--- config.mk ---
export PLATFORM = sky130hd
export DESIGN_NAME = fc_argmax_relu
export DESIGN_NICKNAME = d
export VERILOG_FILES = /design/src/rtl/fp_pkg.sv /design/src/rtl/fp_relu.sv /design/src/rtl/fc_argmax_relu.sv
export SDC_FILE = /design/constraint.sdc
export NUM_CORES = 1
export LEC_CHECK = 0
export CORE_ASPECT_RATIO = 0.75
export CORE_MARGIN = 2
export CORE_UTILIZATION = 30
export CTS_BUF_LIST = sky130_fd_sc_hd__clkbuf_2 sky130_fd_sc_hd__clkbuf_4 sky130_fd_sc_hd__clkbuf_8
export DETAILED_ROUTE_END_ITERATION = 10
export GPL_ROUTABILITY_DRIVEN = 0
export GPL_TIMING_DRIVEN = 0
export PLACE_DENSITY = 0.5
export SKIP_CTS_REPAIR_TIMING = 1
export SLEW_MARGIN = 20
export SYNTH_ARGS = -nofsm -noshare
export SYNTH_HDL_FRONTEND = slang
export SYNTH_SLANG_ARGS = --single-unit
export TNS_END_PERCENT = 1
--- constraint.sdc ---
create_clock -name clk -period 3 [get_ports clk]
set_clock_uncertainty 0.05 [all_clocks]
set_input_delay 0.75 -clock clk [delete_from_list [all_inputs] [get_ports clk]]
set_output_delay 0.75 -clock clk [all_outputs]
set_load 0.05 [all_outputs]
--- src/rtl/fp_pkg.sv ---
// Shared float helpers and sequencing states for the FC output stages.
// Functions use the package default widths; parameterized blocks derive their own.
package fp_pkg;

  localparam int EXPONENT_WIDTH = 8;
  localparam int MANTISSA_WIDTH = 23;
  localparam int DATA_WIDTH     = EXPONENT_WIDTH + MANTISSA_WIDTH + 1;

  localparam logic [DATA_WIDTH-1:0] FP_POS_ZERO = {DATA_WIDTH{1'b0}};

  typedef enum logic [1:0] {
    IDLE  = 2'd0,
    ACCUM = 2'd1,
    DONE  = 2'd2
  } state_t;

  function automatic logic is_nan(input logic [DATA_WIDTH-1:0] x);
    return (&x[DATA_WIDTH-2:MANTISSA_WIDTH]) && (|x[MANTISSA_WIDTH-1:0]);
  endfunction

  function automatic logic [DATA_WIDTH-1:0] fp_relu(input logic [DATA_WIDTH-1:0] x);
    if (x[DATA_WIDTH-1] || is_nan(x)) begin
      return FP_POS_ZERO;
    end else begin
      return x;
    end
  endfunction

endpackage

--- src/rtl/fp_relu.sv ---
// Combinational float ReLU: negatives (incl. -0, -inf) and NaN collapse to +0.
// The nan flag lets the caller record that a NaN was squashed.
module fp_relu
  import fp_pkg::*;
#(
  parameter int EXPONENT_WIDTH = 8,
  parameter int MANTISSA_WIDTH = 23,
  parameter int DATA_WIDTH     = EXPONENT_WIDTH + MANTISSA_WIDTH + 1
) (
  input  logic [DATA_WIDTH-1:0] value,
  output logic [DATA_WIDTH-1:0] rectified,
  output logic                  nan
);

  // Rectify one word and flag NaN inputs.
  always_comb begin
    nan = (&value[DATA_WIDTH-2:MANTISSA_WIDTH]) && (|value[MANTISSA_WIDTH-1:0]);
    if (value[DATA_WIDTH-1] || nan) begin
      rectified = {DATA_WIDTH{1'b0}};
    end else begin
      rectified = value;
    end
  end

endmodule

--- src/rtl/fc_argmax_relu.sv ---
// FC output stage: rectifies each neuron output, forwards it, and reports the
// arg-max (lowest index on ties) and a NaN flag once per complete frame.
module fc_argmax_relu
  import fp_pkg::*;
#(
  parameter int EXPONENT_WIDTH = 8,
  parameter int MANTISSA_WIDTH = 23,
  parameter int DATA_WIDTH     = EXPONENT_WIDTH + MANTISSA_WIDTH + 1,
  parameter int NUM_CLASSES    = 10,
  parameter int IDX_WIDTH      = 4
) (
  input  logic                  clk,
  input  logic                  rst_n,
  input  logic                  start,
  input  logic                  in_valid,
  input  logic [DATA_WIDTH-1:0] in_data,
  output logic                  in_ready,
  output logic                  relu_valid,
  output logic [DATA_WIDTH-1:0] relu_data,
  output logic                  class_valid,
  output logic [IDX_WIDTH-1:0]  class_idx,
  output logic [DATA_WIDTH-1:0] class_max,
  output logic                  nan_seen,
  output logic                  busy
);

  localparam logic [IDX_WIDTH-1:0] LAST_IDX = IDX_WIDTH'(NUM_CLASSES - 1);

  state_t                state_r, state_next_s;
  logic [IDX_WIDTH-1:0]  count_r, idx_r, idx_next_s;
  logic [DATA_WIDTH-1:0] max_r, max_next_s, rect_s;
  logic                  nan_r, nan_next_s, nan_s;
  logic                  accept_s, greater_s, last_s;

  fp_relu #(
    .EXPONENT_WIDTH (EXPONENT_WIDTH),
    .MANTISSA_WIDTH (MANTISSA_WIDTH),
    .DATA_WIDTH     (DATA_WIDTH)
  ) u_relu (
    .value     (in_data),
    .rectified (rect_s),
    .nan       (nan_s)
  );

  // Handshake and status depend only on the state register.
  assign in_ready    = (state_r == ACCUM);
  assign busy        = (state_r == ACCUM);
  assign class_valid = (state_r == DONE);

  // Running max update; rectified words are non-negative so magnitude bits order them.
  always_comb begin
    accept_s   = in_valid && (state_r == ACCUM);
    greater_s  = (rect_s[DATA_WIDTH-2:0] > max_r[DATA_WIDTH-2:0]);
    last_s     = (count_r == LAST_IDX);
    max_next_s = max_r;
    idx_next_s = idx_r;
    if (greater_s) begin
      max_next_s = rect_s;
      idx_next_s = count_r;
    end else begin
      max_next_s = max_r;
      idx_next_s = idx_r;
    end
    nan_next_s = nan_r | nan_s;
  end

  // Next-state logic; start always (re)opens a frame.
  always_comb begin
    state_next_s = state_r;
    case (state_r)
      IDLE:    state_next_s = start ? ACCUM : IDLE;
      ACCUM: begin
        if (start) begin
          state_next_s = ACCUM;
        end else if (accept_s && last_s) begin
          state_next_s = DONE;
        end else begin
          state_next_s = ACCUM;
        end
      end
      DONE:    state_next_s = start ? ACCUM : IDLE;
      default: state_next_s = IDLE;
    endcase
  end

  // State, frame accumulators and registered outputs.
  always_ff @(posedge clk or negedge rst_n) begin
    if (!rst_n) begin
      state_r    <= IDLE;
      count_r    <= {IDX_WIDTH{1'b0}};
      idx_r      <= {IDX_WIDTH{1'b0}};
      max_r      <= {DATA_WIDTH{1'b0}};
      nan_r      <= 1'b0;
      relu_valid <= 1'b0;
      relu_data  <= {DATA_WIDTH{1'b0}};
      class_idx  <= {IDX_WIDTH{1'b0}};
      class_max  <= {DATA_WIDTH{1'b0}};
      nan_seen   <= 1'b0;
    end else begin
      state_r    <= state_next_s;
      relu_valid <= accept_s;
      if (accept_s) begin
        relu_data <= rect_s;
      end else begin
        relu_data <= relu_data;
      end
      if (start) begin
        count_r <= {IDX_WIDTH{1'b0}};
        idx_r   <= {IDX_WIDTH{1'b0}};
        max_r   <= {DATA_WIDTH{1'b0}};
        nan_r   <= 1'b0;
      end else if (accept_s) begin
        max_r   <= max_next_s;
        idx_r   <= idx_next_s;
        nan_r   <= nan_next_s;
        count_r <= last_s ? {IDX_WIDTH{1'b0}} : count_r + {{(IDX_WIDTH-1){1'b0}}, 1'b1};
        if (last_s) begin
          class_idx <= idx_next_s;
          class_max <= max_next_s;
          nan_seen  <= nan_next_s;
        end else begin
          class_idx <= class_idx;
        end
      end else begin
        count_r <= count_r;
      end
    end
  end

endmodule
==> impl_results.md, run 1 <==
* Post-DP HPWL at ~14 mm
* Drt initial violations at 252
* Leak at 3.74 nW
* Syn nets at 669
* Critical Path AT at 4370 ps
* Die Span Y at 129 um
* WL/cell at 19.9 um
* Yosys Warn Count at 0
* CP Class: input pin to flip-flop
* Syn Area/Cell at ~10 sq um
* Hold Path Class: input pin to async pin
* Final Critical Period at just over 4000 ps
* Synth top area share at 0.456
* Clock Tree Buf Depth at 2
* Initial Util at 0.306
* Latest clock arrival within the worst-skew pair at approximately 450 ps
* Status: finished with violations
* Num CTS Buffers at 17
* Antenna diodes at 0
* CTS sink count at 113
* Rel. slew slack at 0.520
* Grt ovf at 0
* Syn Inst Count at 600
* Cell variety after synth at just over 40
* Std-Cell Rows at 45
* DRT Pass-1 Iters at 5
* Avg Vias per Cell at 5.10
* DP Cell Count at between 900 and 1000
* Synth Flop Type: dfrtp_1
* RSZ-0062 raised after global routing: true
* Share of cells above drive strength 1 at 0.212
* TritonCTS clock tree: done
* Final Cycle Share at 1.35
* I/O pin cnt at between 100 and 150
* Drt drc at 0
* First-pass GRT wire length at around 30 mm
* Max_cap viols at 0
* Clock slew at the register clock pins of the worst setup and hold paths at approximately 70 ps
* Antenna Nets Post-Route at 0
* Top post-synthesis cells by area: dfrtp_1 (46%), ha_1 (6.7%), and2_1 (6.4%), mux2i_1 (5.8%), mux2_2 (5.4%)
* All-Layer GR Usage at 0.184
* Fin area at 0.00860 sq mm
* Sequential standard cell area at 0.00283 sq mm
* CTS H-tree lvls at 4
* Place WS at -2630 ps
* Pwr Density at 503 mW/mm^2
* Failing checks: setup timing
* FMAX at 247 MHz
* Commonest non-fill, non-tap cell in the layout: dfrtp_1
* Port Buffers at between 100 and 150
* Area Growth Syn to Fin at 38.6%
* Vias post-DR at 5166
* Post-DP Area at around 0.0078 sq mm
* FILL cells at 1968
* Full die area at 0.0219 sq mm
* Hold Fails Final Rpt at 0
* Slew Viols, Final at 0
* CTS Root Cell: clkbuf_8
* Die Wd at between 150 and 200 um
* Final setup fails at 72
* Measured slew at the worst slew-check pin at 714 ps
* Vias in the first global route at ~5300
* Nets at 810
* Mapped cell area at a little over 0.006 sq mm
* Final non-filler cell total at 1012
* Crit. End Element: flip-flop
* Startpoint Class: input pin
* Multi-input combinational cell area at 0.00334 sq mm
* Most frequent cells in the layout: dfrtp_1 (113), clkdlybuf4s50_1 (76), nand2_1 (56)
* Fraction of registers with async set/reset at 1.00
* Peak VDD IR at ~220 uV
* Post-synthesis sequential area ratio at 0.456
* Initial antenna violation count at 0
* Pin count of the biggest net entering global routing at 77
* WP data required at 3330 ps
* Crit path max fanout at 10
* Overall Power at 4.33 mW
* Yosys top cell by area: dfrtp_1
* DRT Wirelength at 20.1 mm
* Synth Register Bits at 113
* Final setup margin at -1040 ps
* Core Footprint at 0.0203 sq mm
* Number of flops mapped to enable cells by yosys at 0
## worst max-delay path, cell delays in order
cell and delay (ps):
buf_2 140, nor4_4 290, nand4_1 160, o21a_2 270, nor2_4 130, buf_12 130
buf_12 100, clkbuf_16 140, and2_4 160, ha_4 200, a21oi_2 110, o21ai_1 70
a221o_1 370, or4b_4 610, clkbuf_2 260, a211oi_1 310, a311o_1 160
## metrics by stage
stage | util | hold WS [ps] | setup TNS [ps]
CTS | 0.405 | 146 | -138530
global placement | 0.384 | 422 | -566070
finish | 0.424 | 152 | -68120
global route | 0.424 | 164 | -74240
detailed placement | 0.385 | 428 | -174380
floorplan | - | 404 | -61530
## logic make-up after synthesis
family,share of synthesized area
buf+inv,0.0579
fa+ha+maj,0.0665
mux,0.113
simple gates,0.183
compound gates,0.124
flops,0.456
## synth_stat cells, types with 2 or more instances
cell type / number
dfrtp_1: 113
and2_1: 63
nand2_1: 56
nand2b_1: 39
mux2i_1: 36
inv_1: 34
ha_1: 33
a311o_1: 31
a211oi_1: 30
mux2_2: 30
clkbuf_1: 29
a21oi_1: 18
nor2_1: 14
nand4_1: 10
buf_6: 8
nor3_1: 8
o21ai_0: 8
nor4_1: 6
nand3_1: 5
buf_1: 3
a22o_1: 2
buf_2: 2
nor2b_1: 2
o211ai_1: 2
o21a_1: 2
## flip-flops by register name (all words and copies together), names as in the netlist
register,count
state_r,2
nan_r,1
relu_data,32
max_r,32
idx_r,4
nan_seen,1
class_idx,4
count_r,4
relu_valid,1
class_max,32
## final timing paths
path / cells after the start / slack (ps) / endpoint / start
setup reg to reg: 8 / 70 / class_max[27]$_DFFE_PN0P_ / count_r[0]$_DFFE_PN0P_
min in group clk: 1 / 440 / relu_data[31]$_DFFE_PN0P_ / relu_data[31]$_DFFE_PN0P_
hold / removal: 1 / 150 / relu_valid$_DFF_PN0_ / rst_n
setup / recovery: 17 / -1040 / class_max[11]$_DFFE_PN0P_ / in_data[20]
max in group asynchronous: 2 / 2030 / max_r[4]$_DFFE_PN0P_ / rst_n
hold reg to reg: 1 / 440 / relu_data[31]$_DFFE_PN0P_ / relu_data[31]$_DFFE_PN0P_
## layer usage
layer / track usage / share of wire / vias to the layer above
li1: - / - / 2407
met1: 0.268 / 0.50 / 2608
met2: 0.279 / 0.45 / 139
met3: 0.0381 / 0.047 / 12
met4: 0.0483 / 0.0061 / 0
met5: 0 / 0 / -
## final cells by class
type / count / area share
clock inverters: 5 / 0.00902
flip-flops and latches: 113 / 0.329
clock buffers: 27 / 0.0374
inverters: 35 / 0.0153
plain buffers: 39 / 0.0326
well taps: 258 / 0.0375
repair buffers: 125 / 0.151
multi-input cells: 410 / 0.388
## power by group
part	total, mW	switching (mW)	internal [mW]
combinational	1.18	0.720	0.463
clock	1.49	0.636	0.854
sequential	1.66	0.0503	1.60
total	4.33	1.41	2.92
(Power assumes the default switching activity.)
==> run 2, diff against run 1 <==
==> constraint.sdc (replaced) <==
create_clock -name clk -period 3.9 [get_ports clk]
set_clock_uncertainty 0.05 [all_clocks]
set_input_delay 0.975 -clock clk [delete_from_list [all_inputs] [get_ports clk]]
set_output_delay 0.975 -clock clk [all_outputs]
set_load 0.05 [all_outputs]
==> impl_results.md, run 2 (synthesis gave the netlist of run 1 again) <==
* Status: finished with violations
* Failing checks: setup timing
* Post-DP HPWL at 14.0 mm (unchanged)
* CTS H-tree lvls at 4 (unchanged)
* Final non-filler cell total at 1012 (unchanged)
* All-Layer GR Usage at 0.184 (unchanged)
* Area Growth Syn to Fin at 38.5% (about the same)
* Pwr Density at 387 mW/mm^2 (-23%)
* Met2 routed WL at 9.00 mm (-0.42%)
* FMAX at 234 MHz
* DRT Pass-1 Iters at 4 (-1)
* Most frequent cells in the layout: dfrtp_1 (113), clkdlybuf4s50_1 (76), nand2_1 (56)
* First-pass GRT wire length at 30.4 mm (unchanged)
* Port Buffers at 108 (unchanged)
* Peak VDD IR at 170 uV (-23%)
* Setup TNS at -20010 ps (+48110 ps)
* Drt initial violations at 247 (-2.0%)
* Top flop regs: class_max x32, max_r x32, relu_data x32
* Top layer reached by signal wires: met4
* CTS sink count at 113 (unchanged)
* Crit path max fanout at 10 (unchanged)
* DP Cell Count at 967 (unchanged)
* Nets at 810 (unchanged)
* Hold Path Class: input pin to async pin
* DRT Wirelength at 20.1 mm (-0.24%)
* Die Wd at 170 um (unchanged)
* WL/cell at 19.8 um (-0.24%)
* Full die area at 0.0219 sq mm (unchanged)
* Latest clock arrival within the worst-skew pair at 450 ps (about the same)
* Crit. End Element: flip-flop
* Slew Viols, Final at 0 (unchanged)
* Clock slew at the register clock pins of the worst setup and hold paths at 70 ps (about the same)
* Commonest non-fill, non-tap cell in the layout: dfrtp_1
* TritonCTS clock tree: done
* Critical Path AT at 4610 ps (+240 ps)
* Share of cells above drive strength 1 at 0.212 (unchanged)
* Rel. slew slack at 0.504 (-0.0159)
* Leak at 3.74 nW (about the same)
* Place WS at -1960 ps (+675 ps)
* Startpoint Class: input pin
* Die Span Y at 129 um (unchanged)
* Vias post-DR at 5177 (+0.21%)
* Final setup margin at -372 ps (+669 ps)
* Max_cap viols at 0 (unchanged)
* Antenna Nets Post-Route at 0 (unchanged)
* Grt ovf at 0 (unchanged)
* WL met3 at 996 um (+6.2%)
* Avg Vias per Cell at 5.12 (+0.21%)
* R2R Path Start: count_r[0]$_DFFE_PN0P_
* RSZ-0062 raised after global routing: true
* CTS Root Cell: clkbuf_8
* Hold Fails Final Rpt at 0 (unchanged)
* Num CTS Buffers at 17 (unchanged)
* Core Footprint at 0.0203 sq mm (unchanged)
* Overall Power at 3.33 mW (-23%)
* Clock Tree Buf Depth at 2 (unchanged)
* Std-Cell Rows at 45 (unchanged)
* Final Cycle Share at 1.10
* I/O pin cnt at 109 (unchanged)
* Initial Util at 0.306 (unchanged)
* Worst setup path startpoint: in_data[20]
* Final setup fails at 72 (unchanged)
* Vias in the first global route at 5320 (unchanged)
* Initial antenna violation count at 0 (unchanged)
* CP Class: input pin to flip-flop
* Measured slew at the worst slew-check pin at 738 ps (+23.7 ps)
* Drt drc at 0 (unchanged)
* M1 WL at 9.96 mm (-0.64%)
* Antenna diodes at 0 (unchanged)
* Pin count of the biggest net entering global routing at 77 (unchanged)
* WP data required at 4230 ps (+900 ps)
* Min Hold Slack at 376 ps (+224 ps)
* Final Critical Period at 4270 ps
[run 2: changes by cell type in the layout (fill, tap and decap cells not counted), sizes merged]
cell / change
clkbuf: -1
buf: +1
[run 2: path summary, 6_finish.rpt]
| kind | end | slack [ps] | cells after the start |
|---|---|---|---|
| worst max-delay path | class_max[11]$_DFFE_PN0P_ | -370 | 17 |
| worst min-delay path | relu_valid$_DFF_PN0_ | 380 | 1 |
| worst max register to register | class_max[27]$_DFFE_PN0P_ | 950 | 8 |
| worst min register to register | relu_data[31]$_DFFE_PN0P_ | 440 | 1 |
| max in group asynchronous | max_r[7]$_DFFE_PN0P_ | 2700 | 2 |
| min in group clk | relu_data[31]$_DFFE_PN0P_ | 440 | 1 |
[run 2: cell type report]
cell class	instances	area, sq um
fill	1966	11700
multi-input combinational	410	3340
sequential	113	2830
timing repair buffer	125	1300
tap	258	323
clock buffer	27	322
buffer	39	278
inverter	35	131
clock inverter	5	77.6
[run 2: per-stage QoR]
stage                     area, sq um  utilization
final                            8600        0.424
after global routing             8600        0.424
after CTS                        8210        0.405
after detailed placement         7810        0.385
after global placement           7780        0.384
after floorplan                  6380            -
[run 2: power by group]
part	internal, mW	total, mW	switching [mW]
registers	1.23	1.27	0.0386
clock network	0.657	1.15	0.489
logic	0.355	0.908	0.553
total	2.25	3.33	1.08
[run 2: critical path, stage by stage]
cell and delay (ps):
buf_2 140, nor4_4 290, nand4_1 160, o21a_2 270
nor2_4 130, buf_12 130, buf_12 100, clkbuf_16 140
and2_4 160, ha_4 200, a21oi_2 110, o21ai_1 70
a221o_1 380, or4b_4 610, clkbuf_2 260, a211oi_1 310
a311o_1 160
[run 2: per-layer routing]
layer | track usage | up-vias
li1 | - | 2411
met2 | 0.279 | 148
met4 | 0.0483 | 0
met1 | 0.268 | 2608
met3 | 0.0381 | 10
met5 | 0 | -
==> run 3, diff against run 2 <==
--- a/config.mk
+++ b/config.mk
@@ -14,6 +14,7 @@
 export GPL_TIMING_DRIVEN = 0
 export PLACE_DENSITY = 0.5
 export SKIP_CTS_REPAIR_TIMING = 1
+export SKIP_LAST_GASP = 1
 export SLEW_MARGIN = 20
 export SYNTH_ARGS = -nofsm -noshare
 export SYNTH_HDL_FRONTEND = slang
==> impl_results.md, run 3 (synthesis gave the netlist of run 1 again) <==
* Status: finished with violations
* Failing checks: setup timing
* Core Footprint at 0.0203 sq mm (unchanged)
* Final setup margin at -390 ps (-18.0 ps)
* Critical Path AT at 4630 ps (+20 ps)
* I/O pin cnt at 109 (unchanged)
* Vias in the first global route at 5320 (unchanged)
* Commonest non-fill, non-tap cell in the layout: dfrtp_1
* FMAX at 233 MHz (-0.42%)
* Num CTS Buffers at 17 (unchanged)
* Drt initial violations at 282 (+14%)
* Hold Path Class: input pin to async pin
* CTS Root Cell: clkbuf_8
* All-Layer GR Usage at 0.184 (unchanged)
* Max_cap viols at 0 (unchanged)
* Drt drc at 0 (unchanged)
* Initial antenna violation count at 0 (unchanged)
* R2R Path Start: count_r[0]$_DFFE_PN0P_
* Min Hold Slack at 378 ps (+1.95 ps)
* Measured slew at the worst slew-check pin at 733 ps (-5.37 ps)
* DRT Pass-1 Iters at 5 (+1)
* First-pass GRT wire length at 30.4 mm (unchanged)
* Worst R2R End: class_max[27]$_DFFE_PN0P_
* CP Class: input pin to flip-flop
* Pwr Density at 387 mW/mm^2 (about the same)
* Worst reg-to-reg path cell count at 8 (unchanged)
* Register-to-register setup slack at 960 ps (about the same)
* Nets at 810 (unchanged)
* TritonCTS clock tree: done
* Final core utilization at 0.424 (about the same)
* Port Buffers at 108 (unchanged)
* Initial Util at 0.306 (unchanged)
* Hold Fails Final Rpt at 0 (unchanged)
* Most frequent cells in the layout: dfrtp_1 (113), clkdlybuf4s50_1 (76), nand2_1 (56)
* Area Growth Syn to Fin at 38.4% (about the same)
* Latest clock arrival within the worst-skew pair at 450 ps (about the same)
* DRT Wirelength at 20.1 mm (+0.12%)
* Clock slew at the register clock pins of the worst setup and hold paths at 70 ps (about the same)
* RSZ-0062 raised after global routing: true
* CTS H-tree lvls at 4 (unchanged)
* Final Cycle Share at 1.10 (+0.00463)
* Full die area at 0.0219 sq mm (unchanged)
* Antenna diodes at 0 (unchanged)
* WP data required at 4230 ps (about the same)
* Std-Cell Rows at 45 (unchanged)
* Top flop regs: class_max x32, max_r x32, relu_data x32
* Leak at 3.75 nW (+0.35%)
* Final setup fails at 72 (unchanged)
* Share of cells above drive strength 1 at 0.206 (-0.00663)
* WL/cell at 19.9 um (+0.12%)
* Crit. End Element: flip-flop
* Final Critical Period at 4290 ps (+18.0 ps)
* Antenna Nets Post-Route at 0 (unchanged)
* Pin count of the biggest net entering global routing at 77 (unchanged)
* Clock Tree Buf Depth at 2 (unchanged)
* Die Wd at 170 um (unchanged)
* Grt ovf at 0 (unchanged)
* Startpoint Class: input pin
* Slew Viols, Final at 0 (unchanged)
* Crit path max fanout at 10 (unchanged)
* Post-DP HPWL at 14.0 mm (unchanged)
* Rel. slew slack at 0.508 (+0.00361)
* Peak VDD IR at 170 uV (-0.39%)
* Die Span Y at 129 um (unchanged)
* Avg Vias per Cell at 5.09 (-0.54%)
* Vias post-DR at 5149 (-0.54%)
* CTS sink count at 113 (unchanged)
==> run 3: cell type report <==
class / count / area [sq um]
sequential: 113 / 2830
tap: 258 / 323
clock buffer: 27 / 322
clock inverter: 5 / 77.6
timing repair buffer: 125 / 1320
buffer: 39 / 273
fill: 1966 / 11700
inverter: 35 / 131
multi-input combinational: 410 / 3320
==> run 3: layer usage <==
metal | vias to the layer above | part of all wire | GRT usage
li1 | 2407 | - | -
met1 | 2600 | 0.50 | 0.268
met2 | 134 | 0.45 | 0.279
met3 | 8 | 0.044 | 0.0381
met4 | 0 | 0.0053 | 0.0483
met5 | - | 0 | 0
==> run 3: worst max path at each step <==
stage | start | endpoint | slack, ps
after floorplan | in_data[1] | class_max[10]$_DFFE_PN0P_ | -240
after global placement | rst_n | relu_data[11]$_DFFE_PN0P_ | -2840
after detailed placement | in_data[16] | class_max[24]$_DFFE_PN0P_ | -1960
after CTS | in_data[16] | class_max[24]$_DFFE_PN0P_ | -1490
after global routing | in_data[8] | class_max[9]$_DFFE_PN0P_ | -480
final | in_data[2] | class_max[11]$_DFFE_PN0P_ | -390
==> run 3: critical path, stage by stage <==
cell            delay, ps
dlymetal6s2s_1        190
nor4_2                290
nand2_1               150
o21a_2                250
nor2_4                130
buf_12                130
buf_12                100
clkbuf_16             140
and2_4                160
ha_4                  200
a21oi_2               110
o21ai_1                70
a221o_1               380
or4b_4                610
clkbuf_2              260
a211oi_1              310
a311o_1               160
==> run 3: stage by stage <==
step | worst slack, ps | TNS, ps | std cells | power, mW | instance area, sq um
floorplan | -242 | -12930 | 600 | 1.81 | 6380
global placement | -2840 | -439040 | 966 | 2.10 | 7780
detailed placement | -1960 | -123340 | 967 | 2.12 | 7810
CTS | -1490 | -89930 | 999 | 3.28 | 8210
global route | -481 | -28050 | 1012 | 3.46 | 8590
finish | -390 | -21930 | 1012 | 3.33 | 8590
==> run 3: power breakdown <==
group          internal, mW  leakage [nW]  switching, mW
sequential             1.23          1.53         0.0390
clock                 0.657         0.210          0.491
combinational         0.353          2.01          0.552
total                  2.24          3.75           1.08
